==> src/rtl/gcd_pkg.sv <==
`default_nettype none
// ============================================================================
// Module  : gcd_pkg
// Purpose : Shared types and defaults for the gcd_sched block (scheduler
//           FSM state encoding, default engine data width).
// Ports   : none (package)
// Revision: 1.0 - initial release
// ============================================================================
package gcd_pkg;

  // Default operand/result width; must match the shared gcd_top engine.
  localparam int GCD_W = 16;

  typedef enum logic [2:0] {
    S_IDLE   = 3'd0,
    S_START  = 3'd1,
    S_LOAD_A = 3'd2,
    S_LOAD_B = 3'd3,
    S_WAIT   = 3'd4,
    S_CLEAR  = 3'd5,
    S_RESP   = 3'd6
  } state_t;

endpackage
`default_nettype wire

==> src/rtl/gcd_sched_if.sv <==
`default_nettype none
// ============================================================================
// Module  : gcd_sched_if
// Purpose : Bundles the requester, response and engine-side signals of the
//           gcd_sched block.
// Ports   : req/opa/opb/gnt     - requester handshake and operands
//           rsp_*               - tagged result towards the consumer
//           busy                - scheduler not idle
//           eng_*               - serial load protocol to the gcd_top engine
//           modport slave  : scheduler view
//           modport master : system / environment view
// Revision: 1.0 - initial release
// ============================================================================
interface gcd_sched_if
  import gcd_pkg::*;
#(
  parameter int N_REQ = 4,
  parameter int W     = GCD_W,
  parameter int IDW   = $clog2(N_REQ)
);

  logic [N_REQ-1:0]   req;
  logic [N_REQ*W-1:0] opa;
  logic [N_REQ*W-1:0] opb;
  logic [N_REQ-1:0]   gnt;
  logic               rsp_valid;
  logic               rsp_ready;
  logic [IDW-1:0]     rsp_id;
  logic [W-1:0]       rsp_gcd;
  logic               busy;
  logic               eng_rst;
  logic               eng_start;
  logic [W-1:0]       eng_data;
  logic               eng_done;
  logic [W-1:0]       eng_a;

  modport slave (
    input  req, opa, opb, rsp_ready, eng_done, eng_a,
    output gnt, rsp_valid, rsp_id, rsp_gcd, busy, eng_rst, eng_start, eng_data
  );

  modport master (
    output req, opa, opb, rsp_ready, eng_done, eng_a,
    input  gnt, rsp_valid, rsp_id, rsp_gcd, busy, eng_rst, eng_start, eng_data
  );

endinterface
`default_nettype wire

==> src/rtl/gcd_rr_arb.sv <==
`default_nettype none
// ============================================================================
// Module  : gcd_rr_arb
// Purpose : Round-robin arbiter. Searches req starting at the pointer
//           (last winner + 1) and reports the first set requester.
// Ports   : clk, rst_n - clock, asynchronous active-low reset
//           req_i      - request vector
//           en_i       - arbitration enable (grant allowed this cycle)
//           gnt_o      - one-hot grant, zero when disabled or no request
//           idx_o      - binary index of the selected requester
// Revision: 1.0 - initial release
// ============================================================================
module gcd_rr_arb #(
  parameter int N_REQ = 4,
  parameter int IDW   = $clog2(N_REQ)
) (
  input  logic             clk,
  input  logic             rst_n,
  input  logic [N_REQ-1:0] req_i,
  input  logic             en_i,
  output logic [N_REQ-1:0] gnt_o,
  output logic [IDW-1:0]   idx_o
);

  localparam logic [N_REQ-1:0] ONE_HOT_0 = {{(N_REQ-1){1'b0}}, 1'b1};

  logic [IDW-1:0] ptr_q;
  logic [IDW-1:0] ptr_d;
  logic [IDW-1:0] cand;
  logic           found;

  // Priority search with wrap-around; the pointer always stays below N_REQ,
  // so a single subtraction is enough to wrap the candidate index.
  always_comb begin
    found = 1'b0;
    idx_o = '0;
    cand  = '0;
    for (int k = 0; k < N_REQ; k++) begin
      if (int'(ptr_q) + k >= N_REQ) begin
        cand = IDW'(int'(ptr_q) + k - N_REQ);
      end else begin
        cand = IDW'(int'(ptr_q) + k);
      end
      if (!found && req_i[cand]) begin
        found = 1'b1;
        idx_o = cand;
      end
    end
  end

  always_comb begin
    gnt_o = '0;
    ptr_d = ptr_q;
    if (en_i && found) begin
      gnt_o = ONE_HOT_0 << idx_o;
      ptr_d = (int'(idx_o) == N_REQ - 1) ? '0 : idx_o + 1'b1;
    end
  end

  always_ff @(posedge clk or negedge rst_n) begin
    if (!rst_n) begin
      ptr_q <= '0;
    end else begin
      ptr_q <= ptr_d;
    end
  end

endmodule
`default_nettype wire

==> src/rtl/gcd_sched.sv <==
`default_nettype none
// ============================================================================
// Module  : gcd_sched
// Purpose : Shares one gcd_top engine among N_REQ requesters. Grants
//           round-robin, captures the winner's operands, drives the engine's
//           serial load (start, A, B), waits for done, returns the result
//           tagged with the requester ID and restarts the engine with a
//           one-cycle reset pulse. Zero operands bypass the engine.
// Ports   : clk   - system clock
//           rst_n - asynchronous active-low reset
//           bus   - gcd_sched_if slave modport (requesters, response,
//                   engine control)
// Revision: 1.0 - initial release
// ============================================================================
module gcd_sched
  import gcd_pkg::*;
#(
  parameter int N_REQ = 4,
  parameter int W     = GCD_W,
  parameter int IDW   = $clog2(N_REQ)
) (
  input  logic        clk,
  input  logic        rst_n,
  gcd_sched_if.slave  bus
);

  state_t         state_q;
  state_t         state_d;
  logic [W-1:0]   a_q;
  logic [W-1:0]   a_d;
  logic [W-1:0]   b_q;
  logic [W-1:0]   b_d;
  logic [W-1:0]   gcd_q;
  logic [W-1:0]   gcd_d;
  logic [IDW-1:0] id_q;
  logic [IDW-1:0] id_d;
  logic           eng_rst_q;

  logic             arb_en;
  logic [N_REQ-1:0] arb_gnt;
  logic [IDW-1:0]   arb_idx;
  logic [W-1:0]     sel_a;
  logic [W-1:0]     sel_b;
  logic [W-1:0]     eng_data;

  // eng_rst_q is high during reset and the first cycle afterwards, and in
  // IDLE it is otherwise low; gating with it keeps grants off while the
  // engine is still being cleared after reset.
  assign arb_en = (state_q == S_IDLE) && !eng_rst_q;

  gcd_rr_arb #(
    .N_REQ (N_REQ),
    .IDW   (IDW)
  ) u_arb (
    .clk   (clk),
    .rst_n (rst_n),
    .req_i (bus.req),
    .en_i  (arb_en),
    .gnt_o (arb_gnt),
    .idx_o (arb_idx)
  );

  assign sel_a = bus.opa[int'(arb_idx) * W +: W];
  assign sel_b = bus.opb[int'(arb_idx) * W +: W];

  always_comb begin
    state_d  = state_q;
    a_d      = a_q;
    b_d      = b_q;
    gcd_d    = gcd_q;
    id_d     = id_q;
    eng_data = '0;
    case (state_q)
      S_IDLE: begin
        if (|arb_gnt) begin
          a_d  = sel_a;
          b_d  = sel_b;
          id_d = arb_idx;
          // The engine never terminates on a zero operand: answer directly.
          if (sel_a == '0 || sel_b == '0) begin
            gcd_d   = sel_a | sel_b;
            state_d = S_RESP;
          end else begin
            state_d = S_START;
          end
        end
      end
      S_START:  state_d = S_LOAD_A;
      S_LOAD_A: begin
        eng_data = a_q;
        state_d  = S_LOAD_B;
      end
      S_LOAD_B: begin
        eng_data = b_q;
        state_d  = S_WAIT;
      end
      S_WAIT: begin
        if (bus.eng_done) begin
          gcd_d   = bus.eng_a;
          state_d = S_CLEAR;
        end
      end
      // The engine's DONE state is terminal; eng_rst pulses here.
      S_CLEAR:  state_d = S_RESP;
      S_RESP: begin
        if (bus.rsp_ready) begin
          state_d = S_IDLE;
        end
      end
      default:  state_d = S_IDLE;
    endcase
  end

  always_ff @(posedge clk or negedge rst_n) begin
    if (!rst_n) begin
      state_q   <= S_IDLE;
      a_q       <= '0;
      b_q       <= '0;
      gcd_q     <= '0;
      id_q      <= '0;
      eng_rst_q <= 1'b1;
    end else begin
      state_q   <= state_d;
      a_q       <= a_d;
      b_q       <= b_d;
      gcd_q     <= gcd_d;
      id_q      <= id_d;
      eng_rst_q <= (state_d == S_CLEAR);
    end
  end

  assign bus.gnt       = arb_gnt;
  assign bus.rsp_valid = (state_q == S_RESP);
  assign bus.rsp_id    = id_q;
  assign bus.rsp_gcd   = gcd_q;
  assign bus.busy      = (state_q != S_IDLE);
  assign bus.eng_rst   = eng_rst_q;
  assign bus.eng_start = (state_q == S_START);
  assign bus.eng_data  = eng_data;

endmodule
`default_nettype wire

==> src/flat_wrapper.sv <==
// flat-port wrapper written by rule: the top's interface ports become plain ports
module gcd_sched_flat import gcd_pkg::*;
#(
  parameter int N_REQ = 4,
  parameter int W     = GCD_W,
  parameter int IDW   = $clog2(N_REQ)
)
  (clk, rst_n, bus_req, bus_opa, bus_opb, bus_rsp_ready, bus_eng_done, bus_eng_a, bus_gnt, bus_rsp_valid, bus_rsp_id, bus_rsp_gcd, bus_busy, bus_eng_rst, bus_eng_start, bus_eng_data);
  gcd_sched_if #(.N_REQ(N_REQ), .W(W), .IDW(IDW)) bus_i ();
  input  logic clk;
  input  logic rst_n;
  input wire logic [$bits(bus_i.req)-1:0] bus_req;
  input wire logic [$bits(bus_i.opa)-1:0] bus_opa;
  input wire logic [$bits(bus_i.opb)-1:0] bus_opb;
  input wire logic [$bits(bus_i.rsp_ready)-1:0] bus_rsp_ready;
  input wire logic [$bits(bus_i.eng_done)-1:0] bus_eng_done;
  input wire logic [$bits(bus_i.eng_a)-1:0] bus_eng_a;
  output wire logic [$bits(bus_i.gnt)-1:0] bus_gnt;
  output wire logic [$bits(bus_i.rsp_valid)-1:0] bus_rsp_valid;
  output wire logic [$bits(bus_i.rsp_id)-1:0] bus_rsp_id;
  output wire logic [$bits(bus_i.rsp_gcd)-1:0] bus_rsp_gcd;
  output wire logic [$bits(bus_i.busy)-1:0] bus_busy;
  output wire logic [$bits(bus_i.eng_rst)-1:0] bus_eng_rst;
  output wire logic [$bits(bus_i.eng_start)-1:0] bus_eng_start;
  output wire logic [$bits(bus_i.eng_data)-1:0] bus_eng_data;
  assign bus_i.req = bus_req;
  assign bus_i.opa = bus_opa;
  assign bus_i.opb = bus_opb;
  assign bus_i.rsp_ready = bus_rsp_ready;
  assign bus_i.eng_done = bus_eng_done;
  assign bus_i.eng_a = bus_eng_a;
  assign bus_gnt = bus_i.gnt;
  assign bus_rsp_valid = bus_i.rsp_valid;
  assign bus_rsp_id = bus_i.rsp_id;
  assign bus_rsp_gcd = bus_i.rsp_gcd;
  assign bus_busy = bus_i.busy;
  assign bus_eng_rst = bus_i.eng_rst;
  assign bus_eng_start = bus_i.eng_start;
  assign bus_eng_data = bus_i.eng_data;
  gcd_sched #(.N_REQ(N_REQ), .W(W), .IDW(IDW)) u_core (.clk(clk), .rst_n(rst_n), .bus(bus_i));
endmodule
==> config.mk <==
export PLATFORM = sky130hd
export DESIGN_NAME = gcd_sched_flat
export DESIGN_NICKNAME = d
export VERILOG_FILES = /design/src/rtl/gcd_pkg.sv /design/src/rtl/gcd_sched_if.sv /design/src/rtl/gcd_rr_arb.sv /design/src/rtl/gcd_sched.sv /design/src/flat_wrapper.sv
export SDC_FILE = /design/constraint.sdc
export NUM_CORES = 1
export LEC_CHECK = 0
export CORE_ASPECT_RATIO = 1.2
export CORE_UTILIZATION = 25
export CTS_CLUSTER_DIAMETER = 150
export DETAILED_ROUTE_END_ITERATION = 10
export PLACE_DENSITY = 0.57
export SYNTH_ARGS = -nofsm -noshare
export SYNTH_HDL_FRONTEND = slang
export SYNTH_HIERARCHICAL = 1
export SYNTH_SLANG_ARGS = --single-unit
==> constraint.sdc <==
create_clock -name clk -period 7.34 [get_ports clk]
set_input_delay 1.468 -clock clk [delete_from_list [all_inputs] [get_ports clk]]
set_output_delay 1.468 -clock clk [all_outputs]
set_load 0.02 [all_outputs]
== Word-level counts from Yosys, hierarchy flattened ==
Cells that the tools add are included.

* Output and inout bits: 42
* Bits of input ports: 152
* Register bits after elaboration: 56
* Word-level logic and storage cells: 88

* Magnitude comparators: 8
* Eq/ne operators: 11
* Reductions and logical operators: 18
* $add $sub $neg: 8
* Shift-type cells: 3
* Muxes and demuxes: 32
* Bitwise logic cells: 1

{| class="wikitable"
|+ Operator list
! cell !! number
|-
| 64-bit by 7-bit indexed part select with 16-bit output || 2
|-
| 16-bit one-hot mux with 2 select lines || 2
|-
| 16-bit two-way mux || 3
|-
| 16-bit zero test || 2
|-
| 3-bit one-hot mux with 7 select lines || 1
|-
| 2-bit two-way mux || 9
|-
| 16-bit bitwise OR || 1
|-
| 3-bit equality test, second input constant || 4
|-
| 2-bit by 3-bit < comparator with 1-bit output, second input constant || 4
|-
| 3-bit two-way mux || 4
|-
| 3-bit >= comparator, second input constant || 3
|-
| 1-bit binary-select mux with 2-bit select || 4
|-
| 1-bit two-way mux || 8
|-
| 2-bit by 1-bit subtractor with 2-bit output, second input constant || 4
|-
| 2-bit by 2-bit adder with 3-bit output, second input constant || 2
|-
| 3-bit by 2-bit equality test with 1-bit output, second input constant || 2
|-
| 2-bit inequality test, second input constant || 3
|-
| 1-bit logical AND || 5
|-
| 1-bit zero test || 4
|-
| 4-bit two-way mux || 1
|-
| 4-bit AND reduction || 1
|-
| 4-bit OR reduction || 1
|-
| 1-bit by 2-bit left shift with 4-bit output, first input constant || 1
|-
| 2-bit by 1-bit adder with 3-bit output, second input constant || 1
|-
| other kinds (9) || 9
|}

== Longest topological paths before layout ==
Gate-level depths: netlist of the first run.

* Depth in word-level cells: 21
* Gate-level depth with buffers: 12
* Depth with buffers taken out: 10

== Cells and area by module ==
Netlist of the first run, hierarchy kept.

{| class="wikitable"
|+ By module, submodules not included
! module !! seq. area each (µm²) !! instances !! area an instance (µm²) !! cells an instance
|-
| gcd_sched || 1352.5 || 1 || 3637.2 || 384
|-
| gcd_rr_arb || 50.0 || 1 || 264.0 || 31
|}

== Worst setup path before layout of the first run ==
No wires, ideal clock.

* Path type: in2out
* From: input port bus_req[2]
* To: output port bus_gnt[1]
* Arrival time: 2.619 ns
* Cell stages on the path: 4
* Setup slack: 3.253 ns
* Cells stage by stage: or4_1 > and4_1 > ha_1 > and2_1

* Cells in the longest elaborated chain, start to end: 14
* Elaborated cells on any way between the ends: 25
* Classes of those cells: shift (1); mux (17); reduce/logical (7)

{| class="wikitable"
|+ Ends and longest elaborated chain
! element !! line !! RTL
|-
| start, declared || flat_wrapper.sv:12 || <nowiki>input wire logic [$bits(bus_i.req)-1:0] bus_req;</nowiki>
|-
| 1-bit binary-select mux with 2-bit select || gcd_rr_arb.sv:44 || <nowiki>if (!found && req_i[cand]) begin</nowiki>
|-
| 1-bit two-way mux (implied by the code) || gcd_rr_arb.sv:44 ||
|-
| 1-bit two-way mux || gcd_rr_arb.sv:44 ||
|-
| 1-bit zero test || gcd_rr_arb.sv:44 ||
|-
| 1-bit logical AND || gcd_rr_arb.sv:44 ||
|-
| 1-bit two-way mux || gcd_rr_arb.sv:44 ||
|-
| 1-bit zero test || gcd_rr_arb.sv:44 ||
|-
| 1-bit logical AND || gcd_rr_arb.sv:44 ||
|-
| 1-bit two-way mux || gcd_rr_arb.sv:44 ||
|-
| 1-bit zero test || gcd_rr_arb.sv:44 ||
|-
| 1-bit logical AND || gcd_rr_arb.sv:44 ||
|-
| 2-bit two-way mux (*) || gcd_rr_arb.sv:44 ||
|-
| named net u_core.arb_idx[0] || gcd_sched.sv:41 || <nowiki>logic [IDW-1:0] arb_idx;</nowiki>
|-
| 1-bit by 2-bit left shift with 4-bit output (*) || gcd_rr_arb.sv:55 || <nowiki>gnt_o = ONE_HOT_0 << idx_o;</nowiki>
|-
| 4-bit two-way mux (*) || gcd_rr_arb.sv:54 || <nowiki>if (en_i && found) begin</nowiki>
|-
| end, declared || flat_wrapper.sv:18 || <nowiki>output wire logic [$bits(bus_i.gnt)-1:0] bus_gnt;</nowiki>
|}

The timed path passes the listed nets; every way through them passes the cells marked *. The select of a mux whose other input is x is not followed.

== Worst setup path in the final report of the first run ==
* From: input port bus_req[1]
* To: register u_core.gcd_q[7], in the netlist u_core/bus.rsp_gcd[7]

* Cells in the longest elaborated chain, start to end: 17
* Elaborated cells on any way between the ends: 38
* Classes of those cells: eq/ne (2); shift (3); mux (20); bitwise (1); reduce/logical (12)

{| class="wikitable"
|+ Ends and longest elaborated chain
! element !! line !! RTL
|-
| 1-bit binary-select mux with 2-bit select || gcd_rr_arb.sv:44 ||
|-
| 1-bit two-way mux (implied by the code) || gcd_rr_arb.sv:44 ||
|-
| 1-bit two-way mux || gcd_rr_arb.sv:44 ||
|-
| 1-bit zero test || gcd_rr_arb.sv:44 ||
|-
| 1-bit logical AND || gcd_rr_arb.sv:44 ||
|-
| 1-bit two-way mux || gcd_rr_arb.sv:44 ||
|-
| 1-bit zero test || gcd_rr_arb.sv:44 ||
|-
| 1-bit logical AND || gcd_rr_arb.sv:44 ||
|-
| [... 2 more ...] || -- ||
|-
| 1-bit logical AND || gcd_rr_arb.sv:44 ||
|-
| 2-bit two-way mux (*) || gcd_rr_arb.sv:44 ||
|-
| named net u_core.arb_idx[0] || gcd_sched.sv:41 ||
|-
| 64-bit by 7-bit indexed part select with 16-bit output (tied with other cells) || gcd_sched.sv:63 || <nowiki>assign sel_a = bus.opa[int'(arb_idx) * W +: W];</nowiki>
|-
| 16-bit zero test (tied with other cells) || gcd_sched.sv:80 || <nowiki>if (sel_a == '0 || sel_b == '0) begin</nowiki>
|-
| 1-bit logical OR (tied with other cells) || gcd_sched.sv:80 ||
|-
| 2-bit inequality test (no line) / 16-bit two-way mux (equally long branches) || -- ||
|-
| 4-bit AND reduction (no line) / 16-bit one-hot mux with 2 select lines (equally long branches) || -- ||
|-
| end signal, assigned || gcd_sched.sv:126 || <nowiki>gcd_q <= gcd_d;</nowiki>
|-
| end, declared || gcd_sched.sv:33 || <nowiki>logic [W-1:0] gcd_q;</nowiki>
|}

Marks and branches as above.
A chain may end at the register's enable or synchronous reset.

==> results of run 1 <==
## layout make-up
class                   instances  area [um^2]
fillers                      1536         9005
multi-input cells             321         2333
repair buffers                200         1979
flip-flops and latches         56         1403
well taps                     204        255.2
clock buffers                   5        125.1
clock inverters                 3        27.53
inverters                       4        15.01
## through the flow
| step | instances | util, % |
|---|---|---|
| 2_1_floorplan | 415 | - |
| 3_3_place_gp | 785 | 39.53 |
| 3_5_place_dp | 785 | 39.53 |
| 4_1_cts | 793 | 40.54 |
| 5_1_grt | 793 | 40.54 |
| 6_report | 793 | 40.54 |
## report_power, final
group | switching, uW | internal, uW
clock network | 122 | 130
logic | 680 | 524
registers | 71.2 | 418
## cells by family after synthesis
group	Yosys count
AOI/OAI and AO/OA	74
adders and majority gates	4
buffers and inverters	38
DFF	56
muxes	33
and+or+nand+nor	210
## tightest hold or removal path, stage by stage (launching register included)
cell and delay (ns):
dfrtp_1 0.34, nand2_1 0.05, nand2_1 0.05
## metal layers
metal  share of wire, %  wire length [um]  GRT usage [%]  vias up
li1                   -                 -              -     1889
met1                 39              5854          21.50     2006
met2                 51              7721          34.05      198
met3                7.8              1182          3.977       26
met4                2.2               327          4.858        0
met5                  0                 0              0        -
## Yosys cell counts, types with 2 or more instances
cell type    n
buf_4        3
clkbuf_1    23
nand2_1    130
ha_1         4
o21ai_0      7
nor2_1       9
and2_1       4
nor4_2       6
mux4_2      32
and4_1       3
buf_6        4
a22oi_1     12
nor4_1       3
nand2b_1     2
nor3_1       9
nand3_1     17
a22o_1      16
o21ai_1     10
buf_2        4
o211ai_1    14
dfrtp_1     55
a32oi_1      4
inv_1        3
a21oi_1      4
nor3b_1      4
nand4_1     19
## sequential cells by signal, summed over array words and instances, names as in the netlist
signal	count
u_core/a_q	16
u_core/b_q	16
u_core/bus.rsp_gcd	16
u_core/state_q	3
u_core/bus.rsp_id	2
u_core/u_arb/ptr_q	2
u_core/bus.eng_rst	1
## path summary, 6_finish.rpt
path	cells after the start	endpoint	start	slack, ns
min reg2reg	2	u_core/bus.rsp_id[0]	u_core/bus.rsp_id[0]	0.48
max reg2reg	9	u_core/bus.rsp_gcd[7]	u_core/u_arb/ptr_q[1]	3.24
max in group asynchronous	2	u_core/a_q[12]	rst_n	5.53
min	2	u_core/bus.rsp_id[0]	u_core/bus.rsp_id[0]	0.48
max	10	u_core/bus.rsp_gcd[7]	bus_req[1]	1.95
min in group asynchronous	2	u_core/b_q[1]	rst_n	1.32
==> flow_summary.toml, run 1 <==
[sta]
min_period_ns = 5.395
fin_crit_sh_pct = 73.50
rsz0062_at_grt = "false"
whs_ns = 0.4775
finalSetupViolations = 0
fmax_ghz = 0.1854
worst_slack_ns = 1.945
hold_viol = 0
worst_slew_pin_slew_ns = 1.078
drv_slew = 0
worst_clock_skew_ns = 0.005512
timing.setup.tns_ns = 0
max_slew_margin_pct = 27.97

[drt]
drc = 0
drt-initial-drc-count = 311
first_pass_iters = 5
ant_nets = 0
routed_wl_mm = 15.09
post_drt_wl_per_cell_um = 19.02
via_per_inst = 5.194
vias = 4119

[clock_tree]
cts-htree-levels = 2
cts_made_buffers = 5
tritoncts = "built"
post_cts.repair.setup_buffers = 0
cts_resized = 0
cts_buffer_depth = 2
clkSinkCount = 56
clk_latency_ns = 0.30
ctsHoldBuffers = 0
cts_root_buf = "clkbuf_16"
path_clk_slew_ns = 0.08

[critical_path]
arrival_ns = 5.57
crit_family = "simple AND/OR/NAND/NOR gates"
cp_max_fo = 33
crit_type = "primary input to register"
critPathRequiredTime_ns = 7.52
cp_cell_sequence = "clkdlybuf4s50_1 -> nand2b_1 -> a21o_1 -> and4_2 -> buf_4 -> mux4_2 -> nor4_1 -> nand4_1 -> nand4_1 -> nand3_1"
critPathLaunchType = "primary input"
crit_top_cell = "nand4_1"
crit_path_end_kind = "register"
cp_num_buf_inv = 2
critPathSlowestCell = "nand4_1"
max_stage_delay_ns = 0.77

[finish]
n_antenna_cell = 0
drive_above_1_share_pct = 10.53
nNetsFinal = 744
layout_commonest_cell = "clkdlybuf4s50_1"
final_cell_mix = "clkdlybuf4s50_1 (192), nand2_1 (130), dfrtp_1 (55), mux4_2 (32), nand4_1 (19)"
areaGrowthSynthToFinish_pct = 57.34
fin_area_um2 = 6138

[yosys]
syn_inst = 415
syn_avg_cell_area_um2 = 9.401
synth-edff-count = 0
netlist_area_um2 = 3901
ys.flop_type = "dfrtp_1"
syn-num-nets = 571
synthMuxAreaShare_pct = 18.73
yosysTopAreaCell = "dfrtp_1"
synth_fa_ha_area_share_pct = 1.283
synth_top_family_by_area = "simple AND/OR/NAND/NOR gates"
synth_seq_cells = 56
synthArstFlopShare_pct = 100.0
synth_compound_area_share_pct = 13.89
ys_warn_count = 6
synth.area.top_cells = "dfrtp_1 (35%), mux4_2 (18%), nand2_1 (13%)"
synthSimpleGateAreaFrac_pct = 25.30
synth_seq_area_share_pct = 35.95
synth-xor-area-share_pct = 0
synth_top_area_share_pct = 35.28
yosysUniqueCellTypes = 40

[placed_design]
hpwl_mm = 11.60
placed_cell_area_um2 = 5986
numPortBuffers = 193
dp_slack_ns = 1.707
place.gp.congestion = 0.7729

[power]
p_total_uw = 1945
leakagePower_uw = 0.002441
ir_worst_vdd_uv = 308.9
powerDensity_nw_per_um2 = 316.9

[global_routing]
antenna_found_initial = 0
track_usage_pct = 18.61
grt_max_degree = 57
grt_overflow = 0
grt_pass1_wl_mm = 23.05
grt_pass1_vias = 4303

[flow_run]
drv_cap = 0

[die]
start_util_pct = 25.76
rows = 49
dieArea_um2 = 16110
io_pins = 194
die_y_um = 138.8
die-width_um = 116.0
core_um2 = 15140

[outcome]
status = "complete, no violations"

[worst_hold_path]
holdCritPathClass = "register to register"
Power figures use the tool's default switching activity.
==> run 2: changes to the inputs <==
- PLACE_DENSITY: 0.57 -> 0.59
- clock period: 7.34 -> 4.7 ns (I/O delays scaled with it)
==> flow_summary.toml, run 2 (synthesized netlist as in run 1, its figures left out) <==
[outcome]
status = "complete, no violations"

[sta]
timing.setup.tns_ns = 0
max_slew_margin_pct = 24.40
worst_slew_pin_slew_ns = 1.131
min_period_ns = 4.147
finalSetupViolations = 0
worst_slack_ns = 0.5529
fmax_ghz = 0.2411
drv_slew = 0
worst_clock_skew_ns = 0.002809
fin_crit_sh_pct = 88.24
hold_viol = 0
rsz0062_at_grt = "false"

[critical_path]
crit_type = "primary input to output pin"
critPathRequiredTime_ns = 3.76
critPathLaunchType = "primary input"
crit_path_end_kind = "output pin"
rr_worst_depth = 11
arrival_ns = 3.21
cp_max_fo = 6

[drt]
drc = 0
drt-initial-drc-count = 278
via_per_inst = 5.146
post_drt_wl_per_cell_um = 18.80
routed_wl_mm = 15.04
first_pass_iters = 5
ant_nets = 0
vias = 4117

[clock_tree]
post_cts.repair.setup_buffers = 0
path_clk_slew_ns = 0.07
clk_latency_ns = 0.29
cts_root_buf = "clkbuf_16"
clkSinkCount = 56
cts_made_buffers = 5
ctsHoldBuffers = 0
cts_resized = 0
cts_buffer_depth = 2
tritoncts = "built"
cts-htree-levels = 2

[finish]
drive_above_1_share_pct = 11.58
fin_util_pct = 40.93
fin_area_um2 = 6198
n_antenna_cell = 0
final_cell_mix = "clkdlybuf4s50_1 (192), nand2_1 (130), dfrtp_1 (55), mux4_2 (32), nand4_1 (19)"
layout_commonest_cell = "clkdlybuf4s50_1"
nNetsFinal = 751
areaGrowthSynthToFinish_pct = 58.88

[die]
io_pins = 194
die-width_um = 116.0
start_util_pct = 25.76
rows = 49
die_y_um = 138.8
core_um2 = 15140
dieArea_um2 = 16110

[power]
leakagePower_uw = 0.002480
powerDensity_nw_per_um2 = 494.4
ir_worst_vdd_uv = 328.6

[placed_design]
hpwl_mm = 11.64
numPortBuffers = 193
place.gp.congestion = 0.7900
placed_cell_area_um2 = 6051
dp_slack_ns = 0.3553

[flow_run]
drv_cap = 0

[global_routing]
grt_pass1_wl_mm = 22.38
grt_max_degree = 57
grt_overflow = 0
track_usage_pct = 18.32
antenna_found_initial = 0
grt_pass1_vias = 4182

[worst_hold_path]
hold_path_depth = 2
holdCritPathClass = "register to register"
## run 2: critical path, cell delays in order
cell and delay, ns:
clkdlybuf4s50_1 0.47, or4_1 0.56, and4_2 0.33, ha_1 0.21
and2_1 0.14, clkdlybuf4s50_1 0.55
## run 2: layout make-up
type	instances	area [um^2]
multi-input cells	321	2333
flip-flops and latches	56	1403
fillers	1500	8945
well taps	204	255.2
clock inverters	3	22.52
inverters	4	15.01
clock buffers	5	125.1
repair buffers	207	2044
## run 2: path summary, 6_finish.rpt
kind                                   startpoint                endpoint  slack, ns
worst min register to register      u_core/a_q[1]           u_core/a_q[1]       0.48
worst max register to register  u_core/state_q[0]   u_core/bus.rsp_gcd[4]       1.11
min in group asynchronous                   rst_n   u_core/bus.rsp_gcd[0]       0.78
worst max-delay path                   bus_req[3]              bus_gnt[3]       0.55
max in group asynchronous                   rst_n  u_core/bus.rsp_gcd[12]       3.43
worst min-delay path                u_core/a_q[1]           u_core/a_q[1]       0.48
## run 2: layer usage
layer  GRT usage [%]  wire [um]  vias to the layer above
li1                -          -                     1905
met1           20.69       5527                     2002
met2           33.21       7833                      188
met3           4.633       1335                       22
met4           5.533        341                        0
met5               0          0                        -
## run 2: power breakdown
part	leakage [uW]	total (uW)	internal (uW)	switching, uW
Combinational	0.00176	1920	851	1070
Clock	0.0000742	382	200	182
Sequential	0.000641	765	653	112
Total	0.00248	3060	1700	1360
## run 2: stage by stage
stage	total power (uW)	cells	hold WS (ns)
final	3064	800	0.4791
after global routing	3269	800	0.5018
after CTS	3086	800	0.4818
after detailed placement	2696	792	0.4625
after global placement	2658	792	0.4578
after floorplan	1999	415	0.4461
